**src/rtl/serial_full_adder.sv**
```systemverilog
// Bit-serial adder: one full-adder cell plus a carry flop consume one operand bit per clock, LSB first.
// Operands load in parallel on an accepted start; the result is presented in parallel with a one-cycle done pulse.
module serial_full_adder #(
    parameter int WIDTH = 8
) (
    input  logic             clk,
    input  logic             rst,
    input  logic             start,
    input  logic [WIDTH-1:0] a,
    input  logic [WIDTH-1:0] b,
    input  logic             cin,
    output logic             busy,
    output logic             done,
    output logic [WIDTH-1:0] sum,
    output logic             cout
);

    localparam int CNT_W = $clog2(WIDTH + 1);
    localparam logic [CNT_W-1:0] LAST_STEP = CNT_W'(WIDTH - 1);

    typedef enum logic [1:0] {
        IDLE,
        RUN,
        DONE
    } state_t;

    state_t           state;
    state_t           state_next;
    logic [WIDTH-1:0] sh_a;
    logic [WIDTH-1:0] sh_b;
    logic [WIDTH-1:0] sh_s;
    logic             carry;
    logic [CNT_W-1:0] cnt;

    logic             s_bit;
    logic             carry_next;
    logic [WIDTH:0]   s_cat;
    logic             load;
    logic             last_step;

    // Full-adder cell on the current LSBs; s_cat[WIDTH:1] is the partial sum shifted with s_bit at the MSB.
    always_comb begin
        s_bit      = sh_a[0] ^ sh_b[0] ^ carry;
        carry_next = (sh_a[0] & sh_b[0]) | (carry & (sh_a[0] ^ sh_b[0]));
        s_cat      = {s_bit, sh_s};
        load       = start && ((state == IDLE) || (state == DONE));
        last_step  = (state == RUN) && (cnt == LAST_STEP);
    end

    always_comb begin
        state_next = state;
        case (state)
            IDLE:    if (start) state_next = RUN;
            RUN:     if (last_step) state_next = DONE;
            DONE:    state_next = start ? RUN : IDLE;
            default: state_next = IDLE;
        endcase
    end

    always_ff @(posedge clk) begin
        if (rst) begin
            state <= IDLE;
            busy  <= 1'b0;
            done  <= 1'b0;
            sum   <= '0;
            cout  <= 1'b0;
            sh_a  <= '0;
            sh_b  <= '0;
            sh_s  <= '0;
            carry <= 1'b0;
            cnt   <= '0;
        end else begin
            state <= state_next;
            busy  <= (state_next == RUN);
            done  <= last_step;
            if (load) begin
                sh_a  <= a;
                sh_b  <= b;
                carry <= cin;
                sh_s  <= '0;
                cnt   <= '0;
            end else if (state == RUN) begin
                sh_a  <= sh_a >> 1;
                sh_b  <= sh_b >> 1;
                sh_s  <= s_cat[WIDTH:1];
                carry <= carry_next;
                cnt   <= cnt + 1'b1;
            end
            // Published result only moves on the final bit-step; it holds through the next RUN.
            if (last_step) begin
                sum  <= s_cat[WIDTH:1];
                cout <= carry_next;
            end
        end
    end

endmodule

```
**config.mk**
```make
export PLATFORM = sky130hd
export DESIGN_NAME = serial_full_adder
export DESIGN_NICKNAME = d
export VERILOG_FILES = /design/src/rtl/serial_full_adder.sv
export SDC_FILE = /design/constraint.sdc
export NUM_CORES = 1
export LEC_CHECK = 0
export ABC_AREA = 1
export ABC_CLOCK_PERIOD_IN_PS = 3100
export CAP_MARGIN = 20
export CORE_ASPECT_RATIO = 1.75
export CORE_MARGIN = 10
export CORE_UTILIZATION = 35
export CTS_CLUSTER_SIZE = 30
export DETAILED_ROUTE_END_ITERATION = 16
export GPL_TIMING_DRIVEN = 0
export PLACE_DENSITY_LB_ADDON = 0.08
export SLEW_MARGIN = 20
export SYNTH_ARGS = -nofsm -noshare
export SYNTH_HDL_FRONTEND = slang
export SYNTH_SLANG_ARGS = --single-unit
```
**constraint.sdc**
```tcl
create_clock -name clk -period 3.1 [get_ports clk]
set_input_delay 0.93 -clock clk [delete_from_list [all_inputs] [get_ports clk]]
set_output_delay 0.93 -clock clk [all_outputs]
set_load 0.01 [all_outputs]
```
==> results of run 1 <==
Yosys cell counts (all sizes together):
| cell type | number |
|---|---|
| nand2 | 72 |
| ha | 1 |
| dfxtp | 41 |
| a21oi | 18 |
| clkbuf | 2 |
| nor2 | 39 |
| nor3 | 4 |
| fa | 1 |
| buf | 10 |
| o21ai | 15 |
| nand3 | 21 |
| inv | 33 |
worst max-delay path by stage:
stage,slack (ps),start,cells after the start,endpoint
CTS,960,start,7,sh_s[2]$_SDFFE_PP0P_
global placement,660,start,7,sh_s[2]$_SDFFE_PP0P_
finish,980,start,7,sh_s[2]$_SDFFE_PP0P_
global route,850,start,7,sh_s[2]$_SDFFE_PP0P_
detailed placement,650,start,7,sh_s[2]$_SDFFE_PP0P_
floorplan,1570,start,6,sh_s[2]$_SDFFE_PP0P_
flip-flops by register name (all words and copies together), names as in the netlist:
name / count
done: 1
sh_b: 8
sum: 8
state: 2
sh_a: 8
cnt: 4
sh_s: 7
cout: 1
carry: 1
busy: 1
worst max-delay path, cell delays in order:
cell and delay, ps:
clkdlybuf4s50_1 650, inv_2 60, nor2_2 250, nor2_1 110
buf_6 150, o21ai_0 80, a21oi_1 60
per-layer routing:
| layer | global-route usage [%] | share of wire [%] | wire length [um] |
|---|---|---|---|
| met1 | 11.09 | 41 | 1731 |
| met2 | 19.66 | 52 | 2158 |
| met3 | 2.891 | 5.1 | 214 |
| met4 | 3.807 | 1.7 | 70 |
| met5 | 0 | 0 | 0 |
cell type report:
| cell class | count | area (sq um) | area share, % |
|---|---|---|---|
| Sequential cell | 41 | 820.8 | 35.01 |
| Multi-Input combinational cell | 171 | 809.5 | 34.53 |
| Timing Repair Buffer | 30 | 300.3 | 12.81 |
| Inverter | 33 | 126.4 | 5.390 |
| Buffer | 12 | 102.6 | 4.376 |
| Clock buffer | 7 | 86.33 | 3.682 |
| Tap cell | 55 | 68.82 | 2.935 |
| Clock inverter | 1 | 30.03 | 1.281 |
power breakdown:
part	switching, mW	internal, mW	total [mW]	leakage, nW
clock	0.184	0.263	0.447	0.0585
sequential	0.0149	0.556	0.571	0.335
combinational	0.0937	0.0745	0.168	0.625
total	0.293	0.894	1.19	1.02
through the flow:
step           cells  hold slack, ps  area [sq um]  utilization [%]
2_1_floorplan    257           429.1          1859                -
3_3_place_gp     342           450.5          2228            42.76
3_5_place_dp     342           444.2          2228            42.76
4_1_cts          350           455.7          2345            44.99
5_1_grt          350           490.3          2345            44.99
6_report         350           455.8          2345            44.99
placed cells by master (no fill, tap or decap), drive strengths merged:
cell type and count:
nand2 72, dfxtp 41, nor2 39, inv 33, clkdlybuf4s50 30, nand3 21
a21oi 18, o21ai 15, buf 10, clkbuf 9, nor3 4, fa 1
ha 1, bufinv 1
logic make-up after synthesis:
group	after synthesis	share of synthesized area [%]
AND/OR/NAND/NOR	136	32.71
buffers and inverters	45	12.31
flip-flops	41	44.15
AO/OA/AOI/OAI	33	9.085
adder cells (fa/ha/maj)	2	1.750
==> metrics.csv, run 1 <==
stage,metric,value,unit
run_status,status,"finished, final reports clean",
timing,setup_slack,983.0,ps
critical_path,r2r_cells,7,
clock_tree,root_buffer,clkbuf_8,
logic_synthesis,syn_nets,279,
timing,finalHoldViolCount,0,
detailed_routing,post-route-drc-count,0,
detailed_routing,ant_nets,0,
logic_synthesis,synth_top_area_share,44.15,%
clock_tree,post_cts_buffers,0,
logic_synthesis,synth_seq_area_share,44.15,%
critical_path,start_kind,input pin,
clock_tree,cts_buffers,5,
critical_path,required,3280,ps
place,place_hpwl,3154,um
power_and_ir_drop,power,1.186,mW
critical_path,r2r_setup_slack,1790,ps
logic_synthesis,synth-seq-cells,41,
global_routing,grt_pass1_wl,7320,um
detailed_routing,viasPerCell,4.574,
critical_path,worstPathArrival,2300,ps
worst_hold_path,holdPathStages,2,
critical_path,r2r_end,sh_b[1]$_SDFFE_PP0P_,
place,dp_slack,647.6,ps
clock_tree,cts_tree,done,
global_routing,grt_max_degree,13,
timing,fmax,0.4724,GHz
logic_synthesis,yosysTopAreaCell,dfxtp_1,
final_layout,diodes,0,
die,die_y,116.4,um
critical_path,r2r_start,state[1]$_SDFF_PP0_,
logic_synthesis,synth_area,1859,sq um
clock_tree,cts_resized,0,
critical_path,crit_path_max_fanout,10,
timing,setup_viol,0,
final_layout,syn_to_final_growth,26.11,%
clock_tree,hold_buffers,0,
timing,rsz0062_at_grt,no,
detailed_routing,drt-wirelength-per-cell,11.93,um
timing,fin_crit_sh,68.29,%
power_and_ir_drop,powerDensity,505.9,nW/um^2
final_layout,fillers,574,
worst_hold_path,hp-class,flip-flop to flip-flop,
clock_tree,cts_num_sinks,41,
run,drv_cap,0,
global_routing,antenna_found_initial,0,
timing,clock_skew,6.708,ps
critical_path,critPathKind,input pin to flip-flop,
detailed_routing,vias,1601,
global_routing,grt_pass1_vias,1595,
die,rows,35,
die,start_util,35.68,%
logic_synthesis,postSynthCellCount,257,
global_routing,track_usage,10.72,%
die,ios,31,
clock_tree,worstSkewPairLatency,290,ps
detailed_routing,firstDrtPassIters,4,
timing,period_needed,2117,ps
worst_hold_path,min-delay-start,sh_s[1]$_SDFFE_PP0P_,
logic_synthesis,yosysWarningCount,0,
place,port_buffers,30,
critical_path,critical_path.endpoint_type,flip-flop,
worst_hold_path,holdPathEnd,sh_s[1]$_SDFFE_PP0P_,
die,dieArea,8742,sq um
logic_synthesis,ys_types,25,
global_routing,globalRouteOverflowTotal,0,
place,gp_congestion,0.7634,
logic_synthesis,synthTopCellsByArea,"dfxtp_1 (44%), nand2_1 (14%), nor2_1 (7.3%)",
power_and_ir_drop,p_leak,1.019,nW
power_and_ir_drop,ir_drop,0.0002457,V
die,die_width,75.10,um
timing,worstMarginPinSlew,512.9,ps
clock_tree,clk_pin_slew_worst_paths,80,ps
detailed_routing,drt_wl_total,4174,um
detailed_routing,drtIter0Drc,77,
timing,slew_headroom,65.80,%
logic_synthesis,postSynthAreaPerCell,7.235,sq um
final_layout,final_nets,316,
clock_tree,clockBufferDepth,2,
clock_tree,htree_levels,2,
timing,slew_violations,0,
die,core,5211,sq um
timing,tns,0,ps
final_layout,drive_gt1_share,11.53,%
Note: power is estimated with default switching activity, not from simulation.
==> run 2, diff against run 1 <==
ABC_CLOCK_PERIOD_IN_PS = 2000   (was 3100)
clock period = 2 ns   (was 3.1 ns; I/O delays follow)
==> results of run 2 <==
Same layout as run 1 (identical final DEF). Status: finished, final reports clean.
Main changes from that run: setup slack after placement 647.6 ps -> -122.4 ps; setup slack after layout 983.0 ps -> 213.0 ps; register-to-register setup slack 1790 ps -> 690 ps; total power 1.186 mW -> 1.839 mW; worst IR drop on VDD 0.0002457 V -> 0.0003808 V
==> run 3, diff against run 2 <==
ABC_CLOCK_PERIOD_IN_PS = 1900   (was 2000)
SLEW_MARGIN = not set   (was 20)
clock period = 1.9 ns   (was 2 ns; I/O delays follow)
==> results of run 3 <==
Same layout as run 1 (identical final DEF). Status: finished, final reports clean.
Main changes from that run: setup slack after placement 647.6 ps -> -192.4 ps; setup slack after layout 983.0 ps -> 143.0 ps; register-to-register setup slack 1790 ps -> 590 ps; total power 1.186 mW -> 1.935 mW; worst IR drop on VDD 0.0002457 V -> 0.0004008 V
